--- config.mk ---
export PLATFORM = sky130hd
export DESIGN_NAME = text_write_ctrl
export DESIGN_NICKNAME = d
export VERILOG_FILES = /design/src/rtl/text_write_ctrl.sv
export SDC_FILE = /design/constraint.sdc
export NUM_CORES = 1
export LEC_CHECK = 0
export CAP_MARGIN = 0
export CORE_MARGIN = 2
export CORE_UTILIZATION = 40
export CTS_CLUSTER_DIAMETER = 40
export DETAILED_ROUTE_END_ITERATION = 8
export PLACE_DENSITY_LB_ADDON = 0.15
export SETUP_SLACK_MARGIN = 0.02
export SLEW_MARGIN = 0
export SYNTH_ARGS = -nofsm -noshare
export SYNTH_HDL_FRONTEND = slang
export SYNTH_SLANG_ARGS = --single-unit
--- constraint.sdc ---
create_clock -name clk -period 4.5 [get_ports clk]
set_input_delay 0.675 -clock clk [delete_from_list [all_inputs] [get_ports clk]]
set_output_delay 0.675 -clock clk [all_outputs]
set_load 0.01 [all_outputs]
--- src/rtl/text_write_ctrl.sv ---
// text_write_ctrl: turns received UART bytes into character-RAM writes.
// Tracks the text cursor, handles CR/LF/BS/FF, wraps and clears rows.
module text_write_ctrl #(
   parameter int COLS       = 80,
   parameter int ROWS       = 30,
   parameter int ADDR_W     = 12,
   parameter int FIFO_DEPTH = 4
) (
   input  logic              clk,
   input  logic              reset,
   input  logic [7:0]        rx_data,
   input  logic              rx_valid,
   output logic              wr_en,
   output logic [ADDR_W-1:0] wr_addr,
   output logic [6:0]        wr_data,
   output logic [6:0]        cur_x,
   output logic [4:0]        cur_y,
   output logic              busy,
   output logic              overflow
);

   localparam int PTR_W = $clog2(FIFO_DEPTH);
   localparam logic [PTR_W:0]    CNT_FULL = (PTR_W+1)'(FIFO_DEPTH);
   localparam logic [ADDR_W-1:0] COLS_A   = ADDR_W'(COLS);
   localparam logic [ADDR_W-1:0] LAST_A   = ADDR_W'(ROWS*COLS-1);
   localparam logic [6:0]        X_MAX    = 7'(COLS-1);
   localparam logic [4:0]        Y_MAX    = 5'(ROWS-1);
   localparam logic [6:0]        SP       = 7'h20;

   typedef enum logic [1:0] {IDLE, CLR_ROW, CLR_ALL} state_t;

   state_t            state_q, state_d;
   logic              rx_prev_q;
   logic [7:0]        fifo_q [FIFO_DEPTH];
   logic [PTR_W-1:0]  wr_ptr_q, wr_ptr_d;
   logic [PTR_W-1:0]  rd_ptr_q, rd_ptr_d;
   logic [PTR_W:0]    cnt_q, cnt_d;
   logic              overflow_q, overflow_d;
   logic [6:0]        cur_x_q, cur_x_d;
   logic [4:0]        cur_y_q, cur_y_d;
   logic              wr_en_q, wr_en_d;
   logic [ADDR_W-1:0] wr_addr_q, wr_addr_d;
   logic [6:0]        wr_data_q, wr_data_d;
   logic [ADDR_W-1:0] clr_addr_q, clr_addr_d;
   logic [ADDR_W-1:0] clr_end_q, clr_end_d;
   logic              busy_q, busy_d;

   logic              push, pop, push_ok, do_nl;
   logic [7:0]        head;
   logic [4:0]        next_y;
   logic [ADDR_W-1:0] row_base, next_base;

   // Next-state logic: FIFO bookkeeping, byte decode and clear sequencing.
   always_comb begin
      state_d    = state_q;
      wr_ptr_d   = wr_ptr_q;
      rd_ptr_d   = rd_ptr_q;
      cnt_d      = cnt_q;
      overflow_d = overflow_q;
      cur_x_d    = cur_x_q;
      cur_y_d    = cur_y_q;
      wr_en_d    = 1'b0;
      wr_addr_d  = wr_addr_q;
      wr_data_d  = wr_data_q;
      clr_addr_d = clr_addr_q;
      clr_end_d  = clr_end_q;
      do_nl      = 1'b0;

      push    = rx_valid & ~rx_prev_q;
      pop     = (state_q == IDLE) && (cnt_q != '0);
      push_ok = push && ((cnt_q != CNT_FULL) || pop);
      head    = fifo_q[rd_ptr_q];

      row_base  = ADDR_W'(cur_y_q) * COLS_A;
      next_y    = (cur_y_q == Y_MAX) ? 5'd0 : cur_y_q + 5'd1;
      next_base = ADDR_W'(next_y) * COLS_A;

      if (push && !push_ok)
         overflow_d = 1'b1;
      if (push_ok)
         wr_ptr_d = wr_ptr_q + PTR_W'(1);
      if (pop)
         rd_ptr_d = rd_ptr_q + PTR_W'(1);
      case ({push_ok, pop})
         2'b10:   cnt_d = cnt_q + (PTR_W+1)'(1);
         2'b01:   cnt_d = cnt_q - (PTR_W+1)'(1);
         default: cnt_d = cnt_q;
      endcase

      unique case (state_q)
         IDLE: begin
            if (pop) begin
               unique case (1'b1)
                  (head >= 8'h20 && head <= 8'h7E): begin
                     wr_en_d   = 1'b1;
                     wr_addr_d = row_base + ADDR_W'(cur_x_q);
                     wr_data_d = head[6:0];
                     if (cur_x_q < X_MAX)
                        cur_x_d = cur_x_q + 7'd1;
                     else
                        do_nl = 1'b1;
                  end
                  (head == 8'h0D): cur_x_d = 7'd0;
                  (head == 8'h0A): do_nl = 1'b1;
                  (head == 8'h08): begin
                     if (cur_x_q != 7'd0) begin
                        cur_x_d   = cur_x_q - 7'd1;
                        wr_en_d   = 1'b1;
                        wr_addr_d = row_base
                                  + ADDR_W'(cur_x_q - 7'd1);
                        wr_data_d = SP;
                     end
                  end
                  (head == 8'h0C): begin
                     cur_x_d    = 7'd0;
                     cur_y_d    = 5'd0;
                     state_d    = CLR_ALL;
                     clr_addr_d = '0;
                     clr_end_d  = LAST_A;
                  end
                  default: ;
               endcase
               if (do_nl) begin
                  cur_x_d    = 7'd0;
                  cur_y_d    = next_y;
                  state_d    = CLR_ROW;
                  clr_addr_d = next_base;
                  clr_end_d  = next_base + COLS_A - ADDR_W'(1);
               end
            end
         end
         CLR_ROW, CLR_ALL: begin
            wr_en_d    = 1'b1;
            wr_addr_d  = clr_addr_q;
            wr_data_d  = SP;
            clr_addr_d = clr_addr_q + ADDR_W'(1);
            if (clr_addr_q == clr_end_q)
               state_d = IDLE;
         end
         default: state_d = IDLE;
      endcase

      busy_d = (state_d != IDLE) || (cnt_d != '0) || wr_en_d;
   end

   // State, cursor, FIFO pointers and registered outputs.
   always_ff @(posedge clk) begin
      if (reset) begin
         state_q    <= IDLE;
         rx_prev_q  <= 1'b0;
         wr_ptr_q   <= '0;
         rd_ptr_q   <= '0;
         cnt_q      <= '0;
         overflow_q <= 1'b0;
         cur_x_q    <= 7'd0;
         cur_y_q    <= 5'd0;
         wr_en_q    <= 1'b0;
         wr_addr_q  <= '0;
         wr_data_q  <= 7'd0;
         clr_addr_q <= '0;
         clr_end_q  <= '0;
         busy_q     <= 1'b0;
      end else begin
         state_q    <= state_d;
         rx_prev_q  <= rx_valid;
         wr_ptr_q   <= wr_ptr_d;
         rd_ptr_q   <= rd_ptr_d;
         cnt_q      <= cnt_d;
         overflow_q <= overflow_d;
         cur_x_q    <= cur_x_d;
         cur_y_q    <= cur_y_d;
         wr_en_q    <= wr_en_d;
         wr_addr_q  <= wr_addr_d;
         wr_data_q  <= wr_data_d;
         clr_addr_q <= clr_addr_d;
         clr_end_q  <= clr_end_d;
         busy_q     <= busy_d;
      end
   end

   // FIFO storage; contents need no reset, pointers define validity.
   always_ff @(posedge clk) begin
      if (!reset && push_ok)
         fifo_q[wr_ptr_q] <= rx_data;
   end

   assign wr_en    = wr_en_q;
   assign wr_addr  = wr_addr_q;
   assign wr_data  = wr_data_q;
   assign cur_x    = cur_x_q;
   assign cur_y    = cur_y_q;
   assign busy     = busy_q;
   assign overflow = overflow_q;

endmodule

After elaboration in Yosys (flattened, before gate mapping)
Memories as Yosys holds them, arrays and structs flattened. A register that Yosys moved wholly into a read port is not among the register bits.
Cells that the tools add are included.
{"block": "word_totals", "ram_bits": 32, "output_inout_bits": 34, "n_memories": 1, "elab_cells": 115, "register_bits": 68}
{"block": "classes", "bitwise": 2, "n_eq_ne": 17, "n_mux": 39, "mul": 2, "n_addsub": 13, "reduce_logical": 24, "order_cmp": 3}
{"name": "fifo_q", "words": 4, "word_bits": 8, "read_ports": 1, "rd_clocked_by_memory_dff": 1, "wr": 1, "line_no": "34", "text": "logic [7:0] fifo_q [FIFO_DEPTH];"}
{"operator": "2-to-1 mux 12 bit", "n": 7}
{"operator": "one-hot mux 12 bit (2 select lines)", "n": 3}
{"operator": "2-to-1 mux 7 bit", "n": 5}
{"operator": "== test 8 x 4 -> 1 bit, second input constant", "n": 4}
{"operator": "one-hot mux 7 bit (2 select lines)", "n": 2}
{"operator": "one-hot mux 7 bit (3 select lines)", "n": 1}
{"operator": "multiplier 5 x 3 -> 8 bit, second input constant", "n": 2}
{"operator": "2-to-1 mux 5 bit", "n": 3}
{"operator": "adder 12 x 1 -> 12 bit, second input constant", "n": 1}
{"operator": "adder 12 bit", "n": 1}
{"operator": "adder 12 x 7 -> 12 bit", "n": 1}
{"operator": "adder 12 x 7 -> 12 bit, second input constant", "n": 1}
{"operator": "== test 12 bit", "n": 1}
{"operator": "2-to-1 mux 2 bit", "n": 6}
{"operator": "inequality test 3 x 1 -> 1 bit, second input constant", "n": 4}
{"operator": "subtractor 12 x 1 -> 12 bit, second input constant", "n": 1}
{"operator": ">= comparator 8 x 6 -> 1 bit, second input constant", "n": 1}
{"operator": "<= comparator 8 x 7 -> 1 bit, second input constant", "n": 1}
{"operator": "subtractor 7 x 1 -> 8 bit, second input constant", "n": 1}
{"operator": "adder 7 x 1 -> 7 bit, second input constant", "n": 1}
{"operator": "less-than comparator 7 bit, second input constant", "n": 1}
{"operator": "2-to-1 mux 1 bit", "n": 7}
{"operator": "nonzero test 7 bit", "n": 1}
{"operator": "subtractor 7 x 1 -> 7 bit, second input constant", "n": 1}
{"operator": "other kinds (26)", "n": 43}

Logic depth before layout (Yosys ltp)
Gate-level depths: netlist (run 1).
{"block": "depth", "depth_word": 11, "depth_mapped": 15, "depth_no_buf": 15}

Worst setup path before layout (run 1)
No wires, ideal clock.
{"block": "synth_path", "kind": "flip-flop to flip-flop", "start": "reg (tool-made name)", "end": "reg wr_addr_q[11] (netlist: wr_addr[11])", "t_required_ns": 4.368, "stages_incl_launch_ff": 15, "period_less_slack_ns": 3.951, "t_arrival_ns": 3.819, "slack_ns": 0.549, "cell_sequence": "dfxtp_1 -> buf_6 -> mux4_2 -> nor4b_2 -> nand3_1 -> or3_1 -> xnor2_1 -> ha_1 -> a21o_1 -> a21oi_1 -> o21ai_0 -> o41ai_1 -> xor3_1 -> o211ai_1 -> a21oi_1"}
{"element": "to (signal assigned)", "line_no": "173", "text": "wr_addr_q <= wr_addr_d;"}
{"element": "to (decl)", "line_no": "42", "text": "logic [ADDR_W-1:0] wr_addr_q, wr_addr_d;"}

==> results of run 1 <==
==> repair_timing <==
item	in CTS	in global routing
endpoints found under the setup margin	0	2
hold buffers	0	0
hold endpoints to repair	0	0
resized for setup	0	2
==> registers in the layout, summed over array words and instances (netlist names), 3 cells and up, named ones only <==
register    count
fifo_q         32
clr_addr_q     12
wr_addr        12
clr_end_q       8
cur_x           7
wr_data         7
cur_y           5
cnt_q           3
==> power groups by stage <==
stage / Clock [mW] / Sequential (mW) / Combinational (mW)
after floorplan: 0 / 1.12 / 0.574
after global placement: 0 / 1.13 / 0.833
after detailed placement: 0 / 1.13 / 0.842
after CTS: 0.828 / 1.11 / 0.846
after global routing: 0.862 / 1.13 / 0.929
final: 0.811 / 1.11 / 0.837
==> critical path: cells and delay by family (launching register included) <==
| kind | cells | cell delay, ps |
|---|---|---|
| muxes | 1 | 630 |
| adders and majority gates | 1 | 270 |
| DFF | 1 | 480 |
| and+or+nand+nor | 3 | 870 |
| AOI/OAI and AO/OA | 6 | 1090 |
| xor gates and xnor gates | 2 | 580 |
==> worst paths after layout <==
kind	start	to	cells past startpoint
hold reg to reg	wr_addr[3]$_SDFFE_PP0P_	wr_addr[3]$_SDFFE_PP0P_	2
setup / recovery	flop	wr_addr[11]$_SDFFE_PP0P_	13
hold / removal	wr_addr[3]$_SDFFE_PP0P_	wr_addr[3]$_SDFFE_PP0P_	2
setup reg to reg	flop	wr_addr[11]$_SDFFE_PP0P_	13
==> layout make-up <==
type | count | area [um^2] | area share (%)
repair buffers | 53 | 503 | 7.91
inverters | 28 | 105 | 1.65
clock inverters | 7 | 81.3 | 1.28
clock buffers | 9 | 225 | 3.54
well taps | 176 | 220 | 3.46
flip-flops and latches | 98 | 2280 | 35.9
multi-input cells | 414 | 2940 | 46.2
==> cell families after synthesis <==
family / synth area share, %
multiplexers: 4.23
flip-flops: 41.9
AO/OA/AOI/OAI: 14.7
AND/OR/NAND/NOR: 17.8
adder cells (fa/ha/maj): 9.89
buffers and inverters: 4.18
XOR/XNOR: 7.20
==> through the flow <==
stage / worst slack, ps / util, % / hold WS, ps
4_1_cts: 146 / 47.9 / 465
5_1_grt: 100 / 48.0 / 497
2_1_floorplan: 549 / - / 455
3_3_place_gp: 284 / 45.6 / 450
6_report: 414 / 48.0 / 459
3_5_place_dp: 206 / 45.6 / 455
==> cells in the final DEF (no fill, tap or decap), types with 5 or more instances in the layout <==
cell type        count
or3_1                5
clkdlybuf4s50_1     43
clkbuf_16            9
and2_1               7
nand3_1             22
a21o_1               7
a22oi_1              9
mux4_2               8
dfxtp_1             65
nand2_1             47
a21oi_1             36
fa_1                 5
edfxtp_1            32
xor2_1              20
buf_4                9
nor2_1              60
and3_1               5
inv_1               26
a211oi_1            14
xnor2_1             21
ha_1                35
nor3_1              22
mux2i_1              5
o21ai_0             16
==> routing by layer <==
metal | vias to the layer above | wire (um) | GRT usage (%)
li1 | 2113 | - | -
met1 | 2032 | 5840 | 23.4
met2 | 68 | 6840 | 34.6
met3 | 17 | 438 | 4.53
met4 | 0 | 303 | 6.03
met5 | - | 0 | 0
==> results.md, run 1 <==
* Yosys top cell area share at 24.3%
* Top cell type by total area after synthesis: dfxtp_1
* Post-placement cell area at 0.00604 mm^2
* Share of cells above drive strength 1 at 8.05%
* Comb power frac at 30.3%
* Net Count, Synth at 617
* Clock Root Buffer: clkbuf_16
* I/O Buffers at 44
* Final WL at 13.4 mm
* Post-route ant nets at 0
* WP data arrival at 4300 ps
* Syn_area_per_cell at 9.61 um^2
* Sw Pwr at 0.927 mW
* Drt wl/cell at 17.1 um
* Nature of the critical path endpoint: flop
* Die footprint at 0.0146 mm^2
* DR vias at 4230
* Final Net Count at 655
* Final period utilization at 90.8%
* Clk sinks at 98
* Clk_lat worst skew at 370 ps
* CTS H-tree depth at 3
* CP Class: reg -> reg
* CP required at 4720 ps
* First-pass GRT wire length at 22.0 mm
* Vias/cell at 5.39
* DPL Wire Length at 9.67 mm
* RSZ-0062 raised after global routing: false
* Global route overflow at 0
* Clock Skew at 12.4 ps
* Flop pwr share at 40.3%
* Total global-route track usage at 19.5%
* TNS Setup at 0 ps
* # setup viols final at 0
* Final hold viol count at 0
* Worst-margin pin slew at 882 ps
* Clk pwr share at 29.4%
* Total chip power at 2.76 mW
* Initial Utilization at 41.1%
* Pwr/cell area at 434 mW/mm^2
* YS warnings at 0
* CP Launch Type: flop
* Outcome: completed
* Sw Share at 33.6%
* Pins Over Slew Limit at 0
* Ant diodes at 0
* Relative slew slack at 40.7%
* Standard-cell row count at 42
* Ports at 45
* Placed insts at 769
* Primary FF master, synth: dfxtp_1
* HP Class: reg -> reg
* Minimum clock period at 4090 ps
* Cts bufs inserted at 9
* Gpl congestion at 0.845
* CP most frequent cell: a21oi_1
* Fill count at 1317
* P_int at 1.83 mW
* Synth cell count leaders: dfxtp_1, nor2_1, nand2_1
* Top-count cell post-synth: dfxtp_1
* EDFF count, synth at 32
* Worst vdd ir at 0.264 mV
* CP Max Fanout at 8
* Library cells used by synthesis at 64
* Critical-path top delay cell: mux4_2
* Core footprint at 0.0132 mm^2
* Max Cap Viol at 0
* Crit path cell chain: mux4_2 > nor4b_2 > nand3_1 > or3_1 > xnor2_2 > ha_1 > a21o_1 > a21oi_1 > o21ai_0 > o41ai_1 > xor3_1 > o211ai_1 > a21oi_1
* Clk pin slew, worst setup/hold paths at 80 ps
* Cells after Synth at 566
* CTS tree: yes
* Antenna violations before repair at 0
* Leakage power at 2.41 nW
* Area Overhead vs Synth at 16.8%
* Synthesized cell area at 0.00544 mm^2
* Sequential area share after synthesis at 41.9%
* Achievable frequency at 245 MHz
* Clock Path Buffers at 2
* FFs w/ async S/R, synth at 0%
* Vias in the first global route at 4288
* Finished Layout Cells at 785
* # DRC at 0
* Die Height at 121 um
* Largest stage delay, worst path at 630 ps
* R2R setup slack at 410 ps
* Post-CTS Setup Repair Bufs at 0
* Largest net degree at the start of global routing at 68
* Post-layout instance area at 0.00636 mm^2
* DRC marker count from the first detailed-route iteration at 217
* Top cells by area, synth: dfxtp_1, edfxtp_1, ha_1
* First-pass iteration count of the detailed router at 4
* Synth Register Bits at 98
* Die X at 121 um
No activity file was read; power rests on OpenSTA's default activity.
==> run 2: changes to the inputs <==
Settings changed: RECOVER_POWER set to 25.
==> run 2 against run 1 <==
Sequential share of layout area is the same. Flip-flop and latch count is the same. Register-to-register slack barely moved. Maximum frequency about the same. Utilization did not move. Non-clock buffer count is the same. First-iteration DRC count unchanged. Clock power hardly changed.
==> results.md, run 2 (same netlist as run 1, synthesis figures left out) <==
* DR vias at 4231
* Placed insts at 769
* CP Max Fanout at 8
* Share of cells above drive strength 1 at 8.05%
* Clk pwr share at 29.4%
* First-pass iteration count of the detailed router at 5
* Ant diodes at 0
* Pins Over Slew Limit at 0
* Relative slew slack at 40.7%
* Final Net Count at 655
* Post-CTS Setup Repair Bufs at 0
* CP Launch Type: flop
* WP data arrival at 4300 ps
* Worst-margin pin slew at 882 ps
* Final WL at 13.4 mm
* Flop pwr share at 40.4%
* Hold buffers post-CTS at 0
* Multi-input gate area at 0.00294 mm^2
* Cts bufs inserted at 9
* Sw Pwr at 0.927 mW
* Final WS setup at 414 ps
* Clock Path Buffers at 2
* Vias in the first global route at 4288
* Sw Share at 33.6%
* Clock Root Buffer: clkbuf_16
* Achievable frequency at 245 MHz
* HP Class: reg -> reg
* Global route overflow at 0
* Standard-cell row count at 42
* Outcome: completed
* # DRC at 0
* TNS Setup at 0 ps
* # setup viols final at 0
* Nature of the critical path endpoint: flop
* Vias/cell at 5.39
* CTS H-tree depth at 3
* Die footprint at 0.0146 mm^2
* Worst slack at placement at 206 ps
* Gpl congestion at 0.845
* Finished Layout Cells at 785
* Final period utilization at 90.8%
* Reg with most FFs: fifo_q
* Clk pin slew, worst setup/hold paths at 80 ps
* Drt wl/cell at 17.1 um
* Leakage power at 2.42 nW
* Clock Skew at 12.4 ps
* Pwr/cell area at 434 mW/mm^2
* CP Class: reg -> reg
* RSZ-0062 raised after global routing: false
* Antenna violations before repair at 0
* Ports at 45
* Comb power frac at 30.2%
* P_int at 1.83 mW
* First-pass GRT wire length at 22.0 mm
* Minimum clock period at 4090 ps
* Largest net degree at the start of global routing at 68
* CTS tree: yes
* Final hold viol count at 0
* Most common cell after layout, fill and taps aside: dfxtp_1
* Sequential Area at 0.00228 mm^2
* Initial Utilization at 41.1%
* Commonest cells after routing, fill and taps aside: dfxtp_1, nor2_1, nand2_1
* Die Height at 121 um
* Max Cap Viol at 0
* DPL Wire Length at 9.67 mm
* Area Overhead vs Synth at 16.8%
* Worst vdd ir at 0.264 mV
* Core footprint at 0.0132 mm^2
* Die X at 121 um
* DRC marker count from the first detailed-route iteration at 217
* Clk_lat worst skew at 370 ps
* Fill count at 1317
* Clk sinks at 98
* Total global-route track usage at 19.5%
* Largest register FFs at 32
* Post-route ant nets at 0
* I/O Buffers at 44
* CP required at 4720 ps
==> run 2: layer usage <==
| metal | vias to the layer above | GRT usage [%] | part of all wire (%) |
|---|---|---|---|
| met5 | - | 0 | 0 |
| met4 | 0 | 6.03 | 2.3 |
| met3 | 17 | 4.53 | 3.3 |
| met2 | 68 | 34.6 | 51 |
| met1 | 2033 | 23.4 | 44 |
| li1 | 2113 | - | - |
==> run 2: path summary, 6_finish.rpt <==
path                            slack (ps)  cells past startpoint                     from                  endpoint
worst max-delay path                   410                     13                     flop  wr_addr[11]$_SDFFE_PP0P_
worst min-delay path                   460                      2  wr_addr[3]$_SDFFE_PP0P_   wr_addr[3]$_SDFFE_PP0P_
worst max register to register         410                     13                     flop  wr_addr[11]$_SDFFE_PP0P_
worst min register to register         460                      2  wr_addr[3]$_SDFFE_PP0P_   wr_addr[3]$_SDFFE_PP0P_
==> run 2: power by group through the flow <==
| stage | combinational, mW | clock, mW | sequential, mW |
|---|---|---|---|
| after CTS | 0.846 | 0.828 | 1.11 |
| after detailed placement | 0.842 | 0 | 1.13 |
| final | 0.833 | 0.811 | 1.11 |
| after global placement | 0.833 | 0 | 1.13 |
| after global routing | 0.925 | 0.862 | 1.13 |
| after floorplan | 0.574 | 0 | 1.12 |
==> run 2: area by class of cell <==
| type | instances | share of cell area, % |
|---|---|---|
| clock buffers | 9 | 3.54 |
| clock inverters | 7 | 1.28 |
| inverters | 28 | 1.65 |
| multi-input cells | 414 | 46.2 |
| flip-flops and latches | 98 | 35.9 |
| well taps | 176 | 3.46 |
| repair buffers | 53 | 7.91 |
==> run 2: metrics by stage <==
step	total power, mW	hold WS [ps]	area, um^2	utilization (%)
6_report	2.76	459	6360	48.0
5_1_grt	2.91	495	6360	48.0
4_1_cts	2.79	465	6350	47.9
3_5_place_dp	1.97	455	6040	45.6
3_3_place_gp	1.96	450	6040	45.6
2_1_floorplan	1.69	455	5440	-
==> run 2: timing repair <==
item	in CTS	in global routing
gates resized for setup	0	2
endpoints found under the hold margin	0	0
endpoints found under the setup margin	0	2
==> run 2: worst max-delay path: stages (launching register included) <==
cell	delay [ps]
dfxtp_2	480
mux4_2	630
nor4b_2	310
nand3_1	180
or3_1	380
xnor2_2	200
ha_1	270
a21o_1	150
a21oi_1	190
o21ai_0	150
o41ai_1	350
xor3_1	380
o211ai_1	170
a21oi_1	80
==> run 3: changes to the inputs <==
Settings changed: CTS_CLUSTER_DIAMETER 40 to 50.
==> results of run 3 <==
Final layout, timing and power as in run 2 (identical DEF).
